[config.mk]
export PLATFORM = sky130hd
export DESIGN_NAME = wb_regbank
export DESIGN_NICKNAME = d
export VERILOG_FILES = /design/src/rtl/wb_regbank.sv
export SDC_FILE = /design/constraint.sdc
export NUM_CORES = 1
export LEC_CHECK = 0
export ABC_AREA = 1
export ABC_CLOCK_PERIOD_IN_PS = 1500
export CORE_MARGIN = 5
export CORE_UTILIZATION = 47
export CTS_CLUSTER_DIAMETER = 60
export DETAILED_ROUTE_END_ITERATION = 7
export GPL_TIMING_DRIVEN = 0
export PLACE_DENSITY = 0.76
export SYNTH_ARGS = -nofsm -noshare
export SYNTH_HDL_FRONTEND = slang
export SYNTH_SLANG_ARGS = --single-unit
[constraint.sdc]
create_clock -name wb_clk -period 1.5 [get_ports wb_clk]
set_input_delay 0.45 -clock wb_clk [delete_from_list [all_inputs] [get_ports wb_clk]]
set_output_delay 0.45 -clock wb_clk [all_outputs]
set_load 0.02 [all_outputs]
[src/rtl/wb_regbank.sv]
// Wishbone register bank: NOUT read/write output words, NIN synchronized
// read-only input words, a write-1-to-clear change register (CHG) and an
// interrupt mask (MASK) that together drive a level interrupt.
module wb_regbank #(
    parameter int          NOUT       = 2,
    parameter int          NIN        = 2,
    parameter int          AW         = 4,
    parameter logic [31:0] PULSE_MASK = 32'h0,
    parameter logic [31:0] RESET_VAL  = 32'h0
) (
    input  logic                 wb_clk,
    input  logic                 wb_rst_n,
    input  logic                 wb_cyc,
    input  logic                 wb_stb,
    input  logic                 wb_we,
    input  logic [AW-1:0]        wb_adr,
    input  logic [3:0]           wb_sel,
    input  logic [31:0]          wb_dat_i,
    output logic [31:0]          wb_dat_o,
    output logic                 wb_ack,
    output logic [NOUT*32-1:0]   reg_o,
    input  logic [NIN*32-1:0]    reg_i,
    output logic                 irq
);

    localparam logic [31:0] ADR_CHG  = 32'(NOUT + NIN);
    localparam logic [31:0] ADR_MASK = 32'(NOUT + NIN + 1);

    logic [NOUT-1:0][31:0] out_q, out_d;
    logic [NIN-1:0][31:0]  sync1_q, sync1_d;
    logic [NIN-1:0][31:0]  sync2_q, sync2_d;
    logic [NIN-1:0][31:0]  sync3_q, sync3_d;
    logic [NIN-1:0]        chg_q, chg_d;
    logic [NIN-1:0]        mask_q, mask_d;
    logic [NIN-1:0]        chg_set, chg_clr;
    logic [31:0]           dat_q, dat_d;
    logic                  ack_q, ack_d;
    logic                  irq_q, irq_d;

    logic                  accept;
    logic [31:0]           adr_ext;
    logic [31:0]           wmask;
    logic [31:0]           rd_data;

    // Request acceptance; the ack itself blocks a new accept for one cycle.
    always_comb begin
        adr_ext = 32'(wb_adr);
        accept  = wb_cyc & wb_stb & ~ack_q;
        ack_d   = accept;
        for (int k = 0; k < 4; k++) begin
            wmask[8*k +: 8] = {8{wb_sel[k]}};
        end
    end

    // Read mux; unmapped addresses and unused CHG/MASK bits return zero.
    always_comb begin
        rd_data = '0;
        for (int i = 0; i < NOUT; i++) begin
            if (adr_ext == 32'(i)) rd_data = out_q[i];
        end
        for (int j = 0; j < NIN; j++) begin
            if (adr_ext == 32'(NOUT + j)) rd_data = sync2_q[j];
        end
        if (adr_ext == ADR_CHG)  rd_data = 32'(chg_q);
        if (adr_ext == ADR_MASK) rd_data = 32'(mask_q);
        dat_d = (accept && !wb_we) ? rd_data : dat_q;
    end

    // Output registers: pulse bits drop every cycle, writes merge by byte lane.
    always_comb begin
        for (int i = 0; i < NOUT; i++) begin
            out_d[i] = out_q[i] & ~PULSE_MASK;
            if (accept && wb_we && (adr_ext == 32'(i))) begin
                out_d[i] = (wb_dat_i & wmask) | (out_q[i] & ~PULSE_MASK & ~wmask);
            end
        end
    end

    // Input synchronizers, change detection, W1C clear (set wins) and mask.
    always_comb begin
        sync1_d = reg_i;
        sync2_d = sync1_q;
        sync3_d = sync2_q;
        chg_clr = '0;
        mask_d  = mask_q;
        for (int j = 0; j < NIN; j++) begin
            chg_set[j] = (sync2_q[j] != sync3_q[j]);
        end
        if (accept && wb_we && (adr_ext == ADR_CHG)) begin
            chg_clr = wb_dat_i[NIN-1:0] & wmask[NIN-1:0];
        end
        if (accept && wb_we && (adr_ext == ADR_MASK)) begin
            mask_d = (wb_dat_i[NIN-1:0] & wmask[NIN-1:0]) | (mask_q & ~wmask[NIN-1:0]);
        end
        chg_d = (chg_q & ~chg_clr) | chg_set;
        irq_d = |(chg_q & mask_q);
    end

    // State registers with synchronous active-low reset.
    always_ff @(posedge wb_clk) begin
        if (!wb_rst_n) begin
            out_q   <= {NOUT{RESET_VAL}};
            sync1_q <= '0;
            sync2_q <= '0;
            sync3_q <= '0;
            chg_q   <= '0;
            mask_q  <= '0;
            dat_q   <= '0;
            ack_q   <= 1'b0;
            irq_q   <= 1'b0;
        end else begin
            out_q   <= out_d;
            sync1_q <= sync1_d;
            sync2_q <= sync2_d;
            sync3_q <= sync3_d;
            chg_q   <= chg_d;
            mask_q  <= mask_d;
            dat_q   <= dat_d;
            ack_q   <= ack_d;
            irq_q   <= irq_d;
        end
    end

    assign reg_o    = out_q;
    assign wb_dat_o = dat_q;
    assign wb_ack   = ack_q;
    assign irq      = irq_q;

endmodule

==> flow_summary_export.csv <==
group,metric,value,unit
outcome,status,"finished, violations left",
outcome,violations,"negative setup slack",
synthesis,ys_ff_latch,294,
routing,vias,10500,
routing,detail-route-antenna-nets,0,
final_layout,drive_gt1_frac,0.213,
routing,routedWlPerCell,15.6,um
placed_design,dp_slack,-935,ps
synthesis,yosysSeqAreaShare,0.528,
worst_setup_path,reg2reg_depth,9,
synthesis,syn_avg_cell_area,7.28,sq um
synthesis,ys_async_sr_fraction,0,
worst_setup_path,required,1920,ps
timing,finalCriticalPeriod,1560,ps
worst_setup_path,path_class,"in -> reg",
cts,clockBufferDepth,3,
final_layout,design_area,0.0156,sq mm
routing,drc_errors,0,
global_route,grt_max_degree,16,
cts,htreeDepth,1,
synthesis,synth_edf_count,0,
synthesis,syn_nets,1640,
die,die_area,0.0269,sq mm
timing,skew,24.8,ps
final_layout,multi_input_area,0.00408,sq mm
power_and_ir_drop,p_sw_frac,0.229,
power_and_ir_drop,clockPowerShare,0.448,
synthesis,synth_area,0.0111,sq mm
placed_design,globalplace.congestion,0.958,
cts,tritoncts,"yes",
worst_setup_path,crit_path_top_delay_cell,"nor3_1",
min_path,worstHoldPathType,"in -> reg",
run,cap_violations,0,
global_route,overflow,0,
final_layout,num_antenna_cells,0,
timing,hold_ws,334,ps
die,num_rows,56,
worst_setup_path,slowest_delay,380,ps
timing,rsz0062_at_grt,"yes",
final_layout,final_util,0.668,
cts,cts_root_buf,"clkbuf_16",
routing,first_pass_iters,6,
synthesis,synth-warning-count,0,
final_layout,layout_commonest_cell,"nand2_1",
timing,setup-violations-final,10,
placed_design,io_buffers,205,
worst_setup_path,cp_common_cell,"nor2_4",
worst_setup_path,worst_setup_path_end_kind,"register",
synthesis,synthCells,1531,
worst_setup_path,crit_path_max_fanout,10,
timing,tightest_slew,694,ps
die,start_util,0.476,
power_and_ir_drop,ir_worst_vdd,825,uV
power_and_ir_drop,p_seq_frac,0.478,
power_and_ir_drop,p_sw,3.90,mW
worst_setup_path,start_kind,"input pin",
timing,maxSlewHeadroom,0.538,
timing,max_freq,642,MHz
timing,layout_setup_ws,-58.5,ps
cts,cts-buffers-inserted,30,
die,io_pins,207,
timing,timing.final.hold_violations,0,
final_layout,seq_area,0.00603,sq mm
global_route,antenna_found_initial,4,
die,design.core.area,0.0234,sq mm
power_and_ir_drop,power.density,1090,mW/mm^2
timing,period_share,1.04,
cts,insertion_delay,560,ps
cts,clkSlewWorstSetupHoldPaths,70,ps
cts,hold_buffers,0,
global_route,grt_pass1_wl,51400,um
power_and_ir_drop,p_leak,7.95,nW
routing,via_per_inst,4.87,
synthesis,synth_flop_cell,"dfxtp_1",
worst_setup_path,cp.arrival,1980,ps
final_layout,layout_common_cells,"445 x nand2_1, 318 x inv_1, 202 x dfxtp_1, 104 x nor2_1, 101 x clkdlybuf4s50_1",
placed_design,placed_area,0.0136,sq mm
die,dieHeight,164,um
synthesis,synth.distinct_cells,29,
power_and_ir_drop,p_int,13.2,mW
worst_setup_path,crit_chain,"dlygate4sd2_1 > nor2_4 > nand2_2 > clkbuf_4 > nor3_1 > nor2_4 > o21ai_1 > a21oi_1",
routing,wl,33500,um
final_layout,num-nets-final,1924,
global_route,first_global_vias,9996,
min_path,min_path_cells,3,
final_layout,syn_to_final_growth,40.4,%
cts,cts.sinks,294,
placed_design,hpwl,24300,um
routing,drtIter0Drc,927,
final_layout,fill_cells,1948,
power_and_ir_drop,combPwrFrac,0.074,
global_route,track_usage,0.241,
timing,finalMaxSlewViolations,0,
die,die_x,164,um
[per-layer routing]
layer / part of all wire / wire length (um) / global-route usage
met2: 0.48 / 16000 / 0.414
met1: 0.38 / 12800 / 0.298
met4: 0.043 / 1460 / 0.0953
met3: 0.094 / 3170 / 0.0474
met5: 0.0015 / 50 / 0
[Yosys cell counts, types with 3 or more instances]
| cell type | instances | share of area |
|---|---|---|
| nand2_1 | 453 | 0.15 |
| o22ai_1 | 12 | 0.0067 |
| dfxtp_1 | 294 | 0.53 |
| clkbuf_1 | 41 | 0.014 |
| o21ai_1 | 4 | 0.0018 |
| clkinv_1 | 3 | 0.0010 |
| a211oi_1 | 5 | 0.0034 |
| nand3_1 | 19 | 0.0085 |
| o21ai_0 | 73 | 0.033 |
| nor2_4 | 6 | 0.0061 |
| inv_2 | 7 | 0.0024 |
| nor3_1 | 13 | 0.0058 |
| nor2_1 | 119 | 0.040 |
| nand4_1 | 7 | 0.0039 |
| inv_1 | 319 | 0.11 |
| xnor2_1 | 26 | 0.020 |
| buf_2 | 9 | 0.0040 |
| a21oi_1 | 103 | 0.046 |
[area by class of cell]
type                            instances  share of cell area
Inverter                              330              0.0804
Sequential cell                       294               0.385
Tap cell                              319              0.0255
Timing Repair Buffer                  252               0.162
Clock buffer                           40              0.0530
Buffer                                 56              0.0208
Clock inverter                         14              0.0126
Multi-Input combinational cell        851               0.261
[cells by family after synthesis]
group                     count (synthesis)  share of synthesized area
xor gates and xnor gates                 26                     0.0204
DFF                                     294                      0.528
AOI/OAI and AO/OA                       201                     0.0939
buffers and inverters                   386                      0.133
and+or+nand+nor                         624                      0.224
[worst max-delay path: cells and delay by family]
kind                   cells  cell delay (ps)
AOI/OAI and AO/OA          2              170
buffers and inverters      2              500
and+or+nand+nor            4              840
[through the flow]
| step | setup TNS [ps] | power [mW] | cells |
|---|---|---|---|
| after floorplan | -3.96 | 8.89 | 1531 |
| after global placement | -146680 | 9.44 | 2055 |
| after detailed placement | -151290 | 9.47 | 2055 |
| after CTS | -43.6 | 17.1 | 2135 |
| after global routing | -1520 | 17.6 | 2156 |
| final | -257 | 17.1 | 2156 |
[final timing paths]
| check | startpoint | endpoint | slack, ps |
|---|---|---|---|
| min | wb_rst_n | register | 330 |
| max | wb_adr[2] | wb_dat_o[13] | -60 |
| min reg2reg | sync1_q[15] | sync2_q[15] | 410 |
| max reg2reg | wb_ack | wb_dat_o[23] | -60 |
[power groups by stage]
stage	combinational, mW	clock (mW)	sequential [mW]
2_1_floorplan	0.581	0	8.31
3_3_place_gp	1.11	0	8.33
3_5_place_dp	1.13	0	8.34
4_1_cts	1.19	7.71	8.16
5_1_grt	1.39	8.06	8.18
6_report	1.26	7.65	8.16
[repair_timing]
action / CTS / global route
hold endpoints to repair: 0 / 0
pin swaps: 14 / 21
endpoints found under the setup margin: 196 / 235
cloned: 1 / 2
setup buffers: 25 / 19
gates resized for setup: 697 / 142
No activity file was read; power rests on OpenSTA's default activity.
